--- src/rtl/player_controller.sv ---
// rtl/player_controller.sv - tile-grid player movement with ROM wall check
// Optional feature macro: PLAYER_WRAP_EN (off-grid moves wrap around instead of being rejected).
module player_controller #(
    parameter int MAP_COLS = 21,
    parameter int MAP_ROWS = 30,
    parameter int START_X  = 1,
    parameter int START_Y  = 1,
    parameter int MOVE_DIV = 8
) (
    input  logic                        clk,
    input  logic                        reset,
    input  logic                        frame_tick,
    input  logic                        btn_up,
    input  logic                        btn_down,
    input  logic                        btn_left,
    input  logic                        btn_right,
    output logic [$clog2(MAP_COLS)-1:0] map_addr,
    input  logic [MAP_ROWS-1:0]         map_data,
    output logic [7:0]                  player_x_pos,
    output logic [7:0]                  player_y_pos,
    output logic                        busy,
    output logic                        moved,
    output logic                        blocked
);

    localparam int AW    = $clog2(MAP_COLS);
    localparam int YW    = $clog2(MAP_ROWS);
    localparam int CNT_W = (MOVE_DIV > 1) ? $clog2(MOVE_DIV) : 1;

    localparam logic signed [8:0] COLS_S = 9'(MAP_COLS);
    localparam logic signed [8:0] ROWS_S = 9'(MAP_ROWS);

    localparam logic [1:0] S_IDLE  = 2'd0;
    localparam logic [1:0] S_FETCH = 2'd1;
    localparam logic [1:0] S_CHECK = 2'd2;

    // Button vectors are ordered {up, down, left, right}.
    logic [3:0]       btn_meta_q, btn_sync_q;
    logic [1:0]       state_q, state_d;
    logic [7:0]       x_q, x_d, y_q, y_d;
    logic [AW-1:0]    tgt_x_q, tgt_x_d;
    logic [YW-1:0]    tgt_y_q, tgt_y_d;
    logic [CNT_W-1:0] rate_cnt_q, rate_cnt_d;
    logic             moved_q, moved_d, blocked_q, blocked_d;

    logic              held, due, off_grid;
    logic signed [8:0] dx, dy, nx, ny;
    logic [AW-1:0]     cand_x;
    logic [YW-1:0]     cand_y;

    assign held = |btn_sync_q;
    assign due  = frame_tick && held && (rate_cnt_q == '0);

    always_comb begin
        dx = '0;
        dy = '0;
        if (btn_sync_q[3])      dy = -9'sd1;
        else if (btn_sync_q[2]) dy = 9'sd1;
        else if (btn_sync_q[1]) dx = -9'sd1;
        else if (btn_sync_q[0]) dx = 9'sd1;
    end

    assign nx = $signed({1'b0, x_q}) + dx;
    assign ny = $signed({1'b0, y_q}) + dy;

`ifdef PLAYER_WRAP_EN
    assign off_grid = 1'b0;
    assign cand_x = (nx < 0) ? AW'(MAP_COLS - 1) : (nx >= COLS_S) ? '0 : nx[AW-1:0];
    assign cand_y = (ny < 0) ? YW'(MAP_ROWS - 1) : (ny >= ROWS_S) ? '0 : ny[YW-1:0];
`else
    assign off_grid = (nx < 0) || (nx >= COLS_S) || (ny < 0) || (ny >= ROWS_S);
    assign cand_x = nx[AW-1:0];
    assign cand_y = ny[YW-1:0];
`endif

    always_comb begin
        state_d    = state_q;
        x_d        = x_q;
        y_d        = y_q;
        tgt_x_d    = tgt_x_q;
        tgt_y_d    = tgt_y_q;
        moved_d    = 1'b0;
        blocked_d  = 1'b0;
        rate_cnt_d = rate_cnt_q;

        // Counter keeps running on ticks even while a move is in flight.
        if (!held)
            rate_cnt_d = '0;
        else if (frame_tick)
            rate_cnt_d = (rate_cnt_q == CNT_W'(MOVE_DIV - 1)) ? '0 : rate_cnt_q + 1'b1;

        case (state_q)
            S_IDLE: begin
                if (due) begin
                    if (off_grid) begin
                        blocked_d = 1'b1;
                    end else begin
                        tgt_x_d = cand_x;
                        tgt_y_d = cand_y;
                        state_d = S_FETCH;
                    end
                end
            end
            S_FETCH: state_d = S_CHECK;
            S_CHECK: begin
                if (!map_data[tgt_y_q]) begin
                    x_d     = 8'(tgt_x_q);
                    y_d     = 8'(tgt_y_q);
                    moved_d = 1'b1;
                end else begin
                    blocked_d = 1'b1;
                end
                state_d = S_IDLE;
            end
            default: state_d = S_IDLE;
        endcase
    end

    always_ff @(posedge clk) begin
        if (reset) begin
            btn_meta_q <= '0;
            btn_sync_q <= '0;
            state_q    <= S_IDLE;
            x_q        <= 8'(START_X);
            y_q        <= 8'(START_Y);
            tgt_x_q    <= AW'(START_X);
            tgt_y_q    <= YW'(START_Y);
            rate_cnt_q <= '0;
            moved_q    <= 1'b0;
            blocked_q  <= 1'b0;
        end else begin
            btn_meta_q <= {btn_up, btn_down, btn_left, btn_right};
            btn_sync_q <= btn_meta_q;
            state_q    <= state_d;
            x_q        <= x_d;
            y_q        <= y_d;
            tgt_x_q    <= tgt_x_d;
            tgt_y_q    <= tgt_y_d;
            rate_cnt_q <= rate_cnt_d;
            moved_q    <= moved_d;
            blocked_q  <= blocked_d;
        end
    end

    assign map_addr     = tgt_x_q;
    assign player_x_pos = x_q;
    assign player_y_pos = y_q;
    assign busy         = (state_q != S_IDLE);
    assign moved        = moved_q;
    assign blocked      = blocked_q;

endmodule

--- config.mk ---
export PLATFORM = sky130hd
export DESIGN_NAME = player_controller
export DESIGN_NICKNAME = d
export VERILOG_FILES = /design/src/rtl/player_controller.sv
export SDC_FILE = /design/constraint.sdc
export NUM_CORES = 1
export LEC_CHECK = 0
export ABC_AREA = 1
export BUFFER_PORTS_ARGS = -buffer_cell sky130_fd_sc_hd__buf_4
export CAP_MARGIN = 20
export CORE_UTILIZATION = 45
export CTS_CLUSTER_SIZE = 8
export DETAILED_ROUTE_END_ITERATION = 6
export PLACE_DENSITY = 0.78
export SLEW_MARGIN = 20
export SYNTH_ARGS = -nofsm -noshare
export SYNTH_HDL_FRONTEND = slang
export SYNTH_SLANG_ARGS = --single-unit
--- constraint.sdc ---
create_clock -name clk -period 3.5 [get_ports clk]
set_clock_uncertainty 0.05 [all_clocks]
set_input_delay 0.7 -clock clk [delete_from_list [all_inputs] [get_ports clk]]
set_output_delay 0.7 -clock clk [all_outputs]
set_load 0.02 [all_outputs]
# Yosys cells after proc, flatten, opt, wreduce, memory -nomap -nowiden
# Index checks and enable logic that the tools add are counted.
[totals] inputBits=37 word_cells=58 register_bits=35 output_inout_bits=24
[op_classes] reduce_logical=14 order_cmp=5 eq_ne=5 bitwise=4 add_sub_neg=3 muxes=17
[ops] operator="9-bit 2-to-1 mux" n=4
[ops] operator="6-bit by 9-bit adder with 9-bit output" n=2
[ops] operator="9-bit by 6-bit greater-or-equal comparator with 1-bit output (second input constant)" n=2
[ops] operator="9-bit by 1-bit < comparator with 1-bit output (second input constant)" n=2
[ops] operator="1-bit 2-to-1 mux" n=7
[ops] operator="5-bit by 6-bit < comparator with 1-bit output (second input constant)" n=1
[ops] operator="1-bit binary-select mux with 5-bit select" n=1
[ops] operator="2-bit 2-to-1 mux" n=2
[ops] operator="2-bit inequality test (second input constant)" n=2
[ops] operator="1-bit inverter" n=4
[ops] operator="2-bit one-hot mux with 2 select lines" n=1
[ops] operator="2-bit AND reduction" n=2
[ops] operator="2-bit OR reduction" n=2
[ops] operator="4-bit OR reduction" n=1
[ops] operator="3-bit by 1-bit adder with 3-bit output (second input constant)" n=1
[ops] operator="3-bit equality test (second input constant)" n=1
[ops] operator="3-bit zero test" n=1
[ops] operator="1-bit logical OR" n=3
[ops] operator="3-bit 2-to-1 mux" n=1
[ops] operator="3-bit AND reduction" n=1
[ops] operator="2-bit by 1-bit equality test with 1-bit output (second input constant)" n=1
[ops] operator="2-bit equality test (second input constant)" n=1
[ops] operator="1-bit logical AND" n=2
[ops] operator="2-bit zero test" n=1
[ops] operator="other kinds (2)" n=2

# Depth between registers and ports, before layout
# Gate-level depths: netlist (run 1).
[logic_depth] depth_word=12 ltp_mapped=18 ltp_nobuf=17

# Worst setup path after synthesis (run 1)
# No wires, ideal clock.
[synth_timing] kind="reg2reg" start="reg btn_sync_q[3]" end="reg tgt_y_q[1]" arrival_time_ps=2169 synth_period_minus_slack_ps=2329 setup_slack_ps=1171 n_path_buf=1 path_stages_with_launch=15 cell_sequence="dfxtp_1 > nor2_1 > inv_1 > nor2_1 > ha_1 > fa_1 > o211ai_1 > nand3_1 > nand2_1 > nand2_1 > nor2_2 > buf_2 > nand4_1 > nand2_1 > nor2_1"
[synth_between] elab_chain_cells=8
[synth_rtl] item="from (decl)" line="38" text="logic [3:0] btn_meta_q, btn_sync_q;"
[synth_rtl] item="from (signal assigned)" line="133" text="btn_sync_q <= btn_meta_q;"
[synth_rtl] item="9-bit 2-to-1 mux *" line="57" text="if (btn_sync_q[3]) dy = -9'sd1;"
[synth_rtl] item="6-bit by 9-bit adder with 9-bit output *" line="63" text="assign nx = $signed({1'b0, x_q}) + dx;"
[synth_rtl] item="via nx[1]" line="47" text="logic signed [8:0] dx, dy, nx, ny;"
[synth_rtl] item="9-bit by 1-bit < comparator with 1-bit output / 9-bit by 6-bit greater-or-equal comparator with 1-bit output (equally long branches)" line="71" text="assign off_grid = (nx < 0) || (nx >= COLS_S) || (ny < 0) || (ny >= ROWS_S);"
[synth_rtl] item="1-bit logical OR * (3 in series)" line="71"
[synth_rtl] item="1-bit inverter (no source line) *"
[synth_rtl] item="3-bit AND reduction (no source line) *"
[synth_rtl] item="to (signal assigned)" line="127" text="tgt_y_q <= YW'(START_Y);"
[synth_rtl] item="to (signal assigned)" line="138" text="tgt_y_q <= tgt_y_d;"
[synth_rtl] item="to (decl)" line="42" text="logic [YW-1:0] tgt_y_q, tgt_y_d;"
# Mark *: on every way through the listed nets, which the timed path passes. The rest lies on a longest branch.
# A chain may end at the register's enable or synchronous reset.

# Worst setup path in the final report (run 1)
[layout_timing] start="reg btn_sync_q[3]" end="reg tgt_y_q[3]"
[layout_between] elab_chain_cells=8
[layout_rtl] item="9-bit 2-to-1 mux" line="57"
[layout_rtl] item="6-bit by 9-bit adder with 9-bit output" line="63"
[layout_rtl] item="9-bit by 1-bit < comparator with 1-bit output / 9-bit by 6-bit greater-or-equal comparator with 1-bit output (equally long branches)" line="71"
[layout_rtl] item="1-bit logical OR (3 in series)" line="71"
[layout_rtl] item="1-bit inverter (no source line)"
[layout_rtl] item="3-bit AND reduction (no source line)"
# Parallel ways exist; a longest one is shown, timed or not.

==> results of run 1 <==
## power by group through the flow
stage,clock network [mW],registers (mW),logic [mW]
floorplan,0,0.447,0.161
global placement,0,0.448,0.219
detailed placement,0,0.449,0.221
CTS,0.328,0.440,0.223
global route,0.347,0.443,0.251
finish,0.319,0.440,0.222
## layout make-up
cell class	instances	area [um^2]	area share [%]
repair buffers	55	413	14.0
clock buffers	8	100	3.40
flip-flops and latches	35	701	23.8
well taps	70	87.6	2.97
multi-input cells	274	1360	46.0
inverters	76	288	9.77
## metrics by stage
stage / power [mW] / cell area [um^2] / setup WS, ns
floorplan: 0.608 / 2480 / 1.17
global placement: 0.667 / 2840 / 0.650
detailed placement: 0.670 / 2840 / 0.543
CTS: 0.991 / 2940 / 0.506
global route: 1.04 / 2940 / 0.158
finish: 0.981 / 2940 / 0.482
## metal layers
layer	track usage [%]	wire length (um)
met3	4.37	252
met2	32.9	2490
met1	25.8	2560
met4	5.56	47
met5	0	0
## flip-flops by register name (all words and copies together), names as in the netlist, 2 cells and up
signal and cells:
player_x_pos 5, tgt_y_q 5, btn_meta_q 4, state_q 2, map_addr 5, btn_sync_q 4
rate_cnt_q 3, player_y_pos 5
## cells in the mapped netlist
library cell,number,area [um^2]
sky130_fd_sc_hd__clkbuf_1,3,11.3
sky130_fd_sc_hd__nor2_2,4,25.0
sky130_fd_sc_hd__buf_6,5,56.3
sky130_fd_sc_hd__o211ai_1,1,7.51
sky130_fd_sc_hd__nor3b_1,1,7.51
sky130_fd_sc_hd__xor2_1,1,8.76
sky130_fd_sc_hd__a21oi_1,7,35.0
sky130_fd_sc_hd__ha_1,15,188
sky130_fd_sc_hd__nand3_1,41,205
sky130_fd_sc_hd__nand4_1,16,100
sky130_fd_sc_hd__nand3_2,2,20.0
sky130_fd_sc_hd__inv_2,1,3.75
sky130_fd_sc_hd__nand2_1,131,492
sky130_fd_sc_hd__inv_4,1,6.26
sky130_fd_sc_hd__dfxtp_1,35,701
sky130_fd_sc_hd__buf_4,6,45.0
sky130_fd_sc_hd__nor3_1,1,5.00
sky130_fd_sc_hd__conb_1,1,3.75
sky130_fd_sc_hd__nand3_4,1,17.5
sky130_fd_sc_hd__fa_1,2,40.0
sky130_fd_sc_hd__buf_2,4,20.0
sky130_fd_sc_hd__nor2_1,41,154
sky130_fd_sc_hd__inv_1,74,278
sky130_fd_sc_hd__or2_1,1,6.26
sky130_fd_sc_hd__and2_1,1,6.26
sky130_fd_sc_hd__nand3b_1,2,15.0
## worst paths after layout
path,slack (ns),depth (start not counted),startpoint,end
max,0.48,17,btn_sync_q[3]$_SDFF_PP0_,tgt_y_q[3]$_SDFFE_PP0P_
min,0.35,2,btn_meta_q[1]$_SDFF_PP0_,btn_sync_q[1]$_SDFF_PP0_
max reg2reg,0.48,17,btn_sync_q[3]$_SDFF_PP0_,tgt_y_q[3]$_SDFFE_PP0P_
min reg2reg,0.35,2,btn_meta_q[1]$_SDFF_PP0_,btn_sync_q[1]$_SDFF_PP0_
## cell families (layout without fill, tap and decap cells)
group,Yosys count,after routing,share of synthesized area [%]
compound gates,8,8,1.73
xor+xnor,1,1,0.356
fa+ha+maj,17,17,9.27
buf+inv,94,139,17.1
flops,35,35,28.5
other cells,1,6,0.153
simple gates,242,242,42.9
## worst register-to-register path: stages, from the launching register on
cell	delay, ns
sky130_fd_sc_hd__dfxtp_1	0.41
sky130_fd_sc_hd__nor2_1	0.20
sky130_fd_sc_hd__inv_1	0.11
sky130_fd_sc_hd__nor2_2	0.33
sky130_fd_sc_hd__ha_1	0.37
sky130_fd_sc_hd__nand2_1	0.09
sky130_fd_sc_hd__nand2_1	0.07
sky130_fd_sc_hd__inv_1	0.07
sky130_fd_sc_hd__nand2_1	0.06
sky130_fd_sc_hd__nand2_1	0.06
sky130_fd_sc_hd__nand2_1	0.07
sky130_fd_sc_hd__nand2_1	0.07
sky130_fd_sc_hd__nand2_1	0.06
sky130_fd_sc_hd__nor2_2	0.36
sky130_fd_sc_hd__nand3_2	0.30
sky130_fd_sc_hd__nand2_1	0.13
sky130_fd_sc_hd__inv_1	0.04
sky130_fd_sc_hd__nor2_1	0.09
## cells in the final DEF, fill, tap and decap left out, types with 2 or more instances in the layout
master,synthesis,layout
sky130_fd_sc_hd__a21oi_1,7,7
sky130_fd_sc_hd__buf_4,6,55
sky130_fd_sc_hd__clkbuf_8,0,7
sky130_fd_sc_hd__conb_1,1,6
sky130_fd_sc_hd__dfxtp_1,35,35
sky130_fd_sc_hd__fa_1,2,2
sky130_fd_sc_hd__ha_1,15,15
sky130_fd_sc_hd__inv_1,74,74
sky130_fd_sc_hd__nand2_1,131,131
sky130_fd_sc_hd__nand3_1,41,41
sky130_fd_sc_hd__nand3_2,2,2
sky130_fd_sc_hd__nand3b_1,2,2
sky130_fd_sc_hd__nand4_1,16,16
sky130_fd_sc_hd__nor2_1,41,41
sky130_fd_sc_hd__nor2_2,4,4
==> impl_results.rst, run 1 <==
.. list-table::
   :header-rows: 1

   * - Metric
     - Value
   * - Type of destination of the critical path
     - flip-flop
   * - Initial detailed-routing violation count
     - 131
   * - Slowest library cell on the worst path
     - sky130_fd_sc_hd__dfxtp_1
   * - Pins over their slew limit
     - 0
   * - Total length of routed wires
     - 5350 um
   * - Die area
     - slightly below 6000 um^2
   * - Total number of vias
     - 2434
   * - CP delay by family, top
     - simple AND/OR/NAND/NOR gates
   * - Worst hold path type
     - reg -> reg
   * - Number of buffer cells added on primary ports
     - 54
   * - Number of buffers inserted for hold repair after clock tree synthesis
     - 0
   * - HPWL after detailed placement
     - 4130 um
   * - Library cells used by synthesis
     - 26
   * - Clock root buffer master
     - sky130_fd_sc_hd__clkbuf_8
   * - Crit path DAT
     - 3.19 ns
   * - Req. time, crit path
     - 3.67 ns
   * - Number of buffers created by CTS
     - 5
   * - Core occupancy in the finished layout
     - approximately 57%
   * - Sequential cell area fraction in the yosys report
     - between 20% and 30%
   * - Fill cells
     - ~500
   * - CP most frequent cell
     - sky130_fd_sc_hd__nand2_1
   * - Cell internal power dissipation
     - just under 0.7 mW
   * - Maximum net fanout on the critical path
     - 12
   * - Worst vdd rail ir drop
     - between 0.0002 and 0.00025 V
   * - Share of post-route cells with drive strength above 1
     - 15.8%
   * - Maximum single-stage delay on the critical path
     - between 0.4 and 0.5 ns
   * - Status
     - finished clean
   * - Grt total ovfl
     - 0
   * - DIE HEIGHT
     - between 70 and 80 um
   * - Post-layout minimum cycle time
     - just over 3 ns
   * - Post-route DRC violation count
     - 0
   * - Clock tree from TritonCTS
     - yes
   * - RSZ-0062 raised after global routing
     - false
   * - Setup TNS
     - 0 ns
   * - Net switching power of the design
     - just under 0.3 mW
   * - Final Cycle Share
     - 86.2%
   * - First-pass GRT wire length
     - ~8600 um
   * - Clock Pin Slew Worst Setup and Hold Paths
     - approximately 0.070 ns
   * - Worst relative slew slack
     - a little over half
   * - Max H-tree Level
     - 2
   * - Wire length per cell
     - around 10 um
   * - Fraction of power consumed by sequential logic
     - between 40 and 50%
   * - Effective utilization at floorplan
     - ~48%
   * - Crit path launch type
     - flip-flop
   * - Leakage power of the design
     - 1.68 nW
   * - Cells resized by post-CTS repair
     - 0
   * - Cell count after placement
     - 510
   * - Synth Area per Inst
     - ~6.2 um^2
   * - Critical path class
     - reg -> reg
   * - Buffers inserted during post-CTS setup optimization
     - 0
   * - I/O Pins
     - 61
   * - Fraction of power spent switching nets
     - ~30%
   * - Largest net degree at the start of global routing
     - 21
   * - Antenna Violating Nets Remaining
     - 0
   * - Hold Slack
     - 0.351 ns
   * - Synthesized cell area
     - ~2500 um^2
   * - Floorplan Core Area
     - 5170 um^2
   * - FF+latch count, synth
     - 35
   * - Total number of clock tree sinks
     - 35
   * - Combinational group share of total power
     - about 23%
   * - Drt first pass iters
     - 4
   * - Number of buffers and inverters on the critical path
     - 3
   * - Number of setup violations in the final report
     - 0
   * - Number of antenna violations at the first check in global routing
     - 0
   * - Via count of the first global-routing pass
     - around 2000
   * - Placement row count
     - 26
   * - Count of warnings emitted by yosys
     - 0
   * - Via density per instance
     - around 4.7
   * - Transition time at the pin with the least slew margin
     - 0.688 ns
   * - GRT Total Usage
     - between 10% and 20%
   * - Power per cell area
     - between 300 and 400 nW/um^2
   * - Total number of nets in the final design
     - 501
   * - Final hold violation count
     - 0
   * - Inserted Diodes
     - 0
   * - Max Cap Violations
     - 0
   * - Synthesized instance count
     - 398
   * - Critical Path, Cell by Cell
     - nor2_1 -> inv_1 -> nor2_2 -> ha_1 -> nand2_1 -> nand2_1 -> inv_1 -> nand2_1 -> nand2_1 -> nand2_1 -> nand2_1 -> nand2_1 -> nor2_2 -> nand3_2 -> nand2_1 -> inv_1 -> nor2_1
   * - Highest clock frequency the design can meet
     - about 330 MHz
   * - Routability-driven placement congestion ratio
     - about 0.91
   * - Largest buffer count on any clock path
     - 2
   * - Number of non-filler instances in the completed layout
     - between 500 and 600
   * - Relative contribution of the clock network to total power
     - 32.5%
   * - Horizontal die dimension
     - about 76 um
   * - Worst-Skew Late Latency
     - 0.28 ns
   * - Growth of design area from synthesis to finish
     - 19.8%
No activity file was read; power rests on OpenSTA's default activity.
==> inputs of run 2 (changes only) <==
Settings changed: CORE_UTILIZATION 45 to 55, PLACE_DENSITY 0.78 to 0.91.
Clock period 3.5 ns to 3.7 ns, I/O delays scaled along.
==> run 2 against run 1 <==
Net effect:
- maximum frequency up 1.9%
- count of clock-buffer cells in the layout fell by 1
- cell count decreased by 3.9%
- clock power shrank 3%
- final area decreased by 0.72%
- sequential power fell by 5.5%
- total power down 4.4%
==> impl_results.rst, run 2 (same netlist as run 1, synthesis figures left out) <==
.. list-table::
   :header-rows: 1

   * - Metric
     - Value
   * - Status
     - finished clean
   * - Via density per instance
     - 4.92
   * - Clock tree from TritonCTS
     - yes
   * - Post-layout minimum cycle time
     - ~3.0 ns
   * - Largest buffer count on any clock path
     - 2
   * - Final instance area
     - about 3000 um^2
   * - Max Cap Violations
     - 0
   * - Number of buffers and inverters on the critical path
     - 2
   * - Worst path depth
     - 16
   * - First-pass GRT wire length
     - approximately 9000 um
   * - Grt total ovfl
     - 0
   * - Max H-tree Level
     - 2
   * - RSZ-0062 raised after global routing
     - false
   * - Cell area after placement
     - approximately 2800 um^2
   * - Routability-driven placement congestion ratio
     - 0.929
   * - Maximum net fanout on the critical path
     - 12
   * - Total number of nets in the final design
     - roughly 500
   * - Initial detailed-routing violation count
     - about 180
   * - Horizontal die dimension
     - just under 70 um
   * - Startpoint of the worst-slack reg-to-reg timing path
     - btn_sync_q[3]$_SDFF_PP0_
   * - Leading cell types in the layout, fill and taps excluded
     - 131 x sky130_fd_sc_hd__nand2_1, 74 x sky130_fd_sc_hd__inv_1, 55 x sky130_fd_sc_hd__buf_4, 41 x sky130_fd_sc_hd__nor2_1, 41 x sky130_fd_sc_hd__nand3_1
   * - HPWL after detailed placement
     - around 4300 um
   * - I/O Pins
     - around 60
   * - Placement row count
     - 23
   * - Slowest library cell on the worst path
     - sky130_fd_sc_hd__dfxtp_1
   * - Wire length per cell
     - approximately 11 um
   * - Type of destination of the critical path
     - flip-flop
   * - Maximum single-stage delay on the critical path
     - about 0.5 ns
   * - Cells resized by post-CTS repair
     - 0
   * - Effective utilization at floorplan
     - 59.3%
   * - Endpoint of the worst register-to-register path
     - map_addr[2]$_SDFFE_PP0P_
   * - Pins over their slew limit
     - 0
   * - Post-layout total power
     - 0.938 mW
   * - Clock root buffer master
     - sky130_fd_sc_hd__clkbuf_8
   * - Final Cycle Share
     - approximately 80%
   * - CP Launch Point
     - btn_sync_q[3]$_SDFF_PP0_
   * - Final hold violation count
     - 0
   * - Setup TNS
     - 0 ns
   * - Worst relative slew slack
     - 54.7%
   * - Clock Pin Slew Worst Setup and Hold Paths
     - about 0.070 ns
   * - Crit path DAT
     - between 3 and 4 ns
   * - Die area
     - 4740 um^2
   * - Floorplan Core Area
     - a little over 4000 um^2
   * - Leakage power of the design
     - around 1.7 nW
   * - Critical path class
     - reg -> reg
   * - Post-route DRC violation count
     - 0
   * - Worst-Skew Late Latency
     - 0.29 ns
   * - Buffers inserted during post-CTS setup optimization
     - 0
   * - Req. time, crit path
     - roughly 3.9 ns
   * - Growth of design area from synthesis to finish
     - 18.9%
   * - Number of buffer cells added on primary ports
     - 54
   * - Drt first pass iters
     - 4
   * - CP delay by family, top
     - simple AND/OR/NAND/NOR gates
   * - Inserted Diodes
     - 0
   * - Highest clock frequency the design can meet
     - between 300 and 400 MHz
   * - Worst setup path end
     - map_addr[2]$_SDFFE_PP0P_
   * - GRT Total Usage
     - approximately a quarter
   * - Total number of vias
     - between 2000 and 2500
   * - Largest net degree at the start of global routing
     - 21
   * - Number of buffers inserted for hold repair after clock tree synthesis
     - 0
   * - Number of antenna violations at the first check in global routing
     - 0
   * - Worst reg2reg setup slack
     - 0.74 ns
   * - Core occupancy in the finished layout
     - 70.5%
   * - Total number of clock tree sinks
     - 35
   * - Total length of routed wires
     - between 5000 and 6000 um
   * - Number of buffers created by CTS
     - 5
   * - Via count of the first global-routing pass
     - ~2100
   * - Most common library cell in the layout ignoring fill and taps
     - sky130_fd_sc_hd__nand2_1
   * - Crit path launch type
     - flip-flop
   * - CP most frequent cell
     - sky130_fd_sc_hd__nand2_1
   * - Share of post-route cells with drive strength above 1
     - between 10% and 20%
   * - FF-to-FF path depth
     - 16
   * - Critical Path, Cell by Cell
     - nor2_1 -> inv_1 -> nor2_1 -> ha_1 -> fa_1 -> nand3_1 -> nand2_1 -> nand2_1 -> nand2_1 -> nand2_1 -> nand2_1 -> nor2_2 -> nand3_2 -> nand2_1 -> inv_1 -> nor2_1
   * - Power per cell area
     - approximately 320 nW/um^2
   * - Antenna Violating Nets Remaining
     - 0
   * - Worst vdd rail ir drop
     - between 0.0003 and 0.0004 V
   * - Worst hold path type
     - reg -> reg
   * - DIE HEIGHT
     - 68.8 um
   * - Number of setup violations in the final report
     - 0
   * - Transition time at the pin with the least slew margin
     - slightly below 0.7 ns
-- run 2: routing by layer --
metal / wire length, um / share of wire, % / global-route usage (%)
met2: 2760 / 50 / 44.9
met5: 0 / 0 / 0
met1: 2520 / 45 / 30.8
met3: 214 / 3.8 / 4.28
met4: 74 / 1.3 / 7.40
-- run 2: layout make-up --
type                            count  area, um^2
Tap cell                           50        62.6
Clock buffer                        7        96.3
Timing Repair Buffer               55         413
Fill cell                         363        1220
Multi-Input combinational cell    274        1360
Sequential cell                    35         701
Clock inverter                      1        7.51
Inverter                           76         288
-- run 2: worst register-to-register path: cells and delay by family (launching register included) --
| kind | cells | cell delay (ns) |
|---|---|---|
| adders and majority gates | 2 | 0.66 |
| buffers and inverters | 2 | 0.17 |
| DFF | 1 | 0.51 |
| and+or+nand+nor | 12 | 1.50 |
-- run 2: per-stage QoR --
| stage | instances | hold WS [ns] | setup slack [ns] |
|---|---|---|---|
| floorplan | 403 | 0.338 | 1.37 |
| global placement | 490 | 0.342 | 0.891 |
| detailed placement | 490 | 0.352 | 0.774 |
| CTS | 498 | 0.367 | 0.752 |
| global route | 498 | 0.386 | 0.447 |
| finish | 498 | 0.365 | 0.738 |
-- run 2: how the worst min path moves through the flow --
stage	startpoint	endpoint	slack, ns	cells past startpoint
3_5_place_dp	btn_meta_q[0]$_SDFF_PP0_	btn_sync_q[0]$_SDFF_PP0_	0.35	2
2_1_floorplan	btn_meta_q[0]$_SDFF_PP0_	btn_sync_q[0]$_SDFF_PP0_	0.34	2
4_1_cts	btn_meta_q[2]$_SDFF_PP0_	btn_sync_q[2]$_SDFF_PP0_	0.37	2
3_3_place_gp	btn_meta_q[1]$_SDFF_PP0_	btn_sync_q[1]$_SDFF_PP0_	0.34	2
6_report	btn_meta_q[1]$_SDFF_PP0_	btn_sync_q[1]$_SDFF_PP0_	0.36	2
5_1_grt	btn_meta_q[0]$_SDFF_PP0_	btn_sync_q[0]$_SDFF_PP0_	0.39	2
-- run 2: power by group --
| part | switching, mW | internal [mW] |
|---|---|---|
| logic | 0.124 | 0.0887 |
| clock network | 0.140 | 0.169 |
| registers | 0.0216 | 0.395 |
| total | 0.285 | 0.653 |
==> inputs of run 3 (changes only) <==
Settings changed: ABC_AREA 1 to 0, CORE_UTILIZATION 55 to 47, PLACE_DENSITY 0.91 to 0.85.
Clock period 3.7 ns to 2.6 ns, I/O delays scaled along.
==> run 3 against run 2 <==
Net effect:
- the flow now finishes with violations (DRC, setup timing)
- utilization down 0.68 points
- critical endpoint is now tgt_y_q[4]$_SDFFE_PP0P_
- register-to-register slack got worse by 0.86 ns
- cell count is 25% lower
- maximum frequency grew 8.9%
- critical path depth down 4
- routed wire length rose by 10%
- setup slack worse by 0.86 ns
- non-clock buffer count rose by 25
- flip-flop and latch count is the same
- synthesized cell count is 39% lower
- area after synthesis shrank 10%
- highest routed layer unchanged
- worst hold slack improved by 0.016 ns
==> impl_results.rst, run 3 <==
.. list-table::
   :header-rows: 1

   * - Metric
     - Value
   * - Startpoint of the worst-slack reg-to-reg timing path
     - btn_sync_q[3]$_SDFF_PP0_
   * - Number of buffers created by CTS
     - 5
   * - Combined area of the multi-input logic cells
     - 1590 um^2
   * - Status
     - finished with violations
   * - Top cells by area, synth
     - sky130_fd_sc_hd__dfxtp_1 32%, sky130_fd_sc_hd__ha_1 8.5%, sky130_fd_sc_hd__mux2i_1 5.9%
   * - Crit path DAT
     - 2.88 ns
   * - Critical Path, Cell by Cell
     - nor2_4 -> inv_2 -> ha_4 -> inv_2 -> fa_2 -> nand2b_4 -> a2111o_1 -> a211oi_4 -> a211o_1 -> nor2_2 -> buf_6 -> a211oi_2
   * - Largest net degree at the start of global routing
     - between 40 and 50
   * - Highest clock frequency the design can meet
     - ~370 MHz
   * - I/O Pins
     - 61
   * - Type of destination of the critical path
     - flip-flop
   * - Total length of routed wires
     - approximately 6000 um
   * - Synthesized cell area
     - between 2000 and 2500 um^2
   * - Worst reg2reg setup slack
     - -0.12 ns
   * - Total number of nets in the final design
     - about 370
   * - Power per cell area
     - 401 nW/um^2
   * - Final hold violation count
     - 0
   * - Flip-flop and latch area
     - about 700 um^2
   * - Count of warnings emitted by yosys
     - 0
   * - Most common library cell in the layout ignoring fill and taps
     - sky130_fd_sc_hd__buf_4
   * - Growth of design area from synthesis to finish
     - 40.9%
   * - Post-layout minimum cycle time
     - 2.72 ns
   * - Drt first pass iters
     - 6
   * - Final Cycle Share
     - 105%
   * - Leakage power of the design
     - between 1 and 1.5 nW
   * - Leading cell types in the layout, fill and taps excluded
     - 76 x sky130_fd_sc_hd__buf_4, 34 x sky130_fd_sc_hd__dfxtp_1, 19 x sky130_fd_sc_hd__nor2_1, 16 x sky130_fd_sc_hd__a21oi_1
   * - Clock tree from TritonCTS
     - yes
   * - Transition time at the pin with the least slew margin
     - between 0.5 and 0.6 ns
   * - Hold Slack
     - between 0.3 and 0.4 ns
   * - Core occupancy in the finished layout
     - about 70%
   * - Number of buffers and inverters on the critical path
     - 3
   * - Max Cap Violations
     - 0
   * - Leading post-synthesis cells by instance count
     - 35 x sky130_fd_sc_hd__dfxtp_1, 22 x sky130_fd_sc_hd__nor2_1, 19 x sky130_fd_sc_hd__a21oi_1
   * - Clock Pin Slew Worst Setup and Hold Paths
     - around 0.08 ns
   * - WHS Path Cells
     - 1
   * - Number of setup violations in the final report
     - 11
   * - Number of buffer cells added on primary ports
     - 54
   * - Total number of vias
     - ~2200
   * - RSZ-0062 raised after global routing
     - true
   * - Pins over their slew limit
     - 0
   * - GRT Total Usage
     - between 20% and 30%
   * - Post-layout total power
     - about 1.2 mW
   * - Worst-Skew Late Latency
     - roughly 0.29 ns
   * - Share of post-route cells with drive strength above 1
     - 41.4%
   * - Placement row count
     - 24
   * - Post-route DRC violation count
     - 5
   * - Most common cell in the synthesized netlist
     - sky130_fd_sc_hd__dfxtp_1
   * - Top-area cell type share of the netlist area
     - between 30% and 40%
   * - Capture endpoint of the worst hold path
     - btn_sync_q[0]$_SDFF_PP0_
   * - Via density per instance
     - approximately 5.8
   * - Failing checks
     - DRC, setup timing
   * - Routability-driven placement congestion ratio
     - approximately 0.9
   * - Count of flip-flops with a built-in enable after synthesis
     - 0
   * - Synthesized instance count
     - between 200 and 250
   * - Number of antenna violations at the first check in global routing
     - 0
   * - Cell count after placement
     - about 360
   * - Worst relative slew slack
     - ~66%
   * - Primary flip-flop cell chosen by synthesis mapping
     - sky130_fd_sc_hd__dfxtp_1
   * - Fill cells
     - between 300 and 400
   * - Worst vdd rail ir drop
     - 0.000313 V
   * - Number of non-filler instances in the completed layout
     - 373
   * - Maximum single-stage delay on the critical path
     - 0.44 ns
   * - Antenna Violating Nets Remaining
     - 0
   * - Total number of clock tree sinks
     - 35
   * - HPWL after detailed placement
     - 4150 um
   * - Sequential cell area fraction in the yosys report
     - 31.8%
   * - Final instance area
     - between 3000 and 4000 um^2
   * - First-pass GRT wire length
     - slightly below 10000 um
   * - Crit path launch type
     - flip-flop
   * - CP Launch Point
     - btn_sync_q[3]$_SDFF_PP0_
   * - Floorplan Core Area
     - roughly 4400 um^2
   * - Hold path startpoint
     - btn_meta_q[0]$_SDFF_PP0_
   * - Number of buffers inserted for hold repair after clock tree synthesis
     - 0
   * - Wire length per cell
     - roughly 16 um
   * - Library cells used by synthesis
     - 53
   * - FF-to-FF path depth
     - 12
   * - Horizontal die dimension
     - just over 70 um
   * - CP delay by family, top
     - compound AO/OA/AOI/OAI gates
   * - PnR worst setup slack
     - -0.119 ns
   * - Via count of the first global-routing pass
     - ~2100
   * - Worst hold path type
     - reg -> reg
   * - CP most frequent cell
     - sky130_fd_sc_hd__inv_2
   * - DIE HEIGHT
     - 70.5 um
   * - Max H-tree Level
     - 2
   * - Synth Area per Inst
     - 9.07 um^2
   * - Largest buffer count on any clock path
     - 2
   * - Cell area after placement
     - around 2800 um^2
   * - Critical path class
     - reg -> reg
   * - Maximum net fanout on the critical path
     - 4
   * - Synth area leader
     - sky130_fd_sc_hd__dfxtp_1
   * - Req. time, crit path
     - 2.76 ns
   * - Proportion of register bits with asynchronous set or reset after synthesis
     - 0%
   * - FF+latch count, synth
     - 35
   * - Grt total ovfl
     - 0
   * - Inserted Diodes
     - 0
   * - Die area
     - 4970 um^2
   * - Slowest library cell on the worst path
     - sky130_fd_sc_hd__fa_2
   * - Effective utilization at floorplan
     - 49.6%
   * - Clock root buffer master
     - sky130_fd_sc_hd__clkbuf_8
   * - Endpoint of the worst register-to-register path
     - tgt_y_q[4]$_SDFFE_PP0P_
   * - Initial detailed-routing violation count
     - 103
==> run 3: cell count changes after synthesis, sizes merged, moves of 13 or more <==
cell,previous run,this run
nand3,44,5
nand2,131,5
inv,76,13
mux2i,0,13
nand4,16,0
nor2,45,22
nor2b,0,13
==> run 3: cell type report <==
type                       instances  share of cell area, %
clock buffer                       6                   2.34
timing repair buffer              80                   19.8
clock inverter                     2                  0.403
tap                               52                   2.10
multi-input combinational        185                   51.1
sequential                        35                   22.7
inverter                          13                   1.57
==> run 3: layer usage <==
layer,vias to the layer above,track usage [%],routed length (um)
li1,1036,-,-
met1,1035,30.0,2510
met2,68,43.9,3220
met3,13,4.62,288
met4,0,11.8,131
met5,-,0,0
==> run 3: timing repair <==
action                                  in CTS  in global routing
setup buffers                                2                  1
pin swaps                                    7                  6
endpoints found under the setup margin      11                 13
cloned                                       0                  0
resized for setup                           25                 16
==> run 3: how the worst max path moves through the flow <==
stage,endpoint,slack [ns],cells past startpoint
detailed placement,tgt_y_q[1]$_SDFFE_PP0P_,-0.29,11
CTS,map_addr[4]$_SDFFE_PP0P_,-0.11,12
global placement,blocked$_SDFF_PP0_,-0.19,11
floorplan,tgt_y_q[2]$_SDFFE_PP0P_,0.0005,11
finish,tgt_y_q[4]$_SDFFE_PP0P_,-0.12,12
global route,map_addr[2]$_SDFFE_PP0P_,-0.25,12
==> run 3: through the flow <==
stage                     TNS [ns]  setup slack [ns]
after CTS                   -0.691            -0.111
after global routing         -2.30            -0.249
final                       -0.720            -0.119
after floorplan                  0          0.000527
after global placement      -0.895            -0.192
after detailed placement     -1.82            -0.293
==> run 3: kinds of logic after synthesis <==
logic type,Yosys count,share of synthesized area [%]
other,1,0.170
adder cells (fa/ha/maj),17,10.3
flip-flops,35,31.8
AO/OA/AOI/OAI,65,20.2
AND/OR/NAND/NOR,75,18.5
XOR/XNOR,4,1.59
buffers and inverters,28,6.53
multiplexers,18,10.8
==> run 3: report_power, final <==
group	leakage [nW]	total [mW]	switching, mW	internal (mW)
combinational	0.937	0.279	0.139	0.139
sequential	0.285	0.567	0.0155	0.552
clock	0.0412	0.399	0.211	0.187
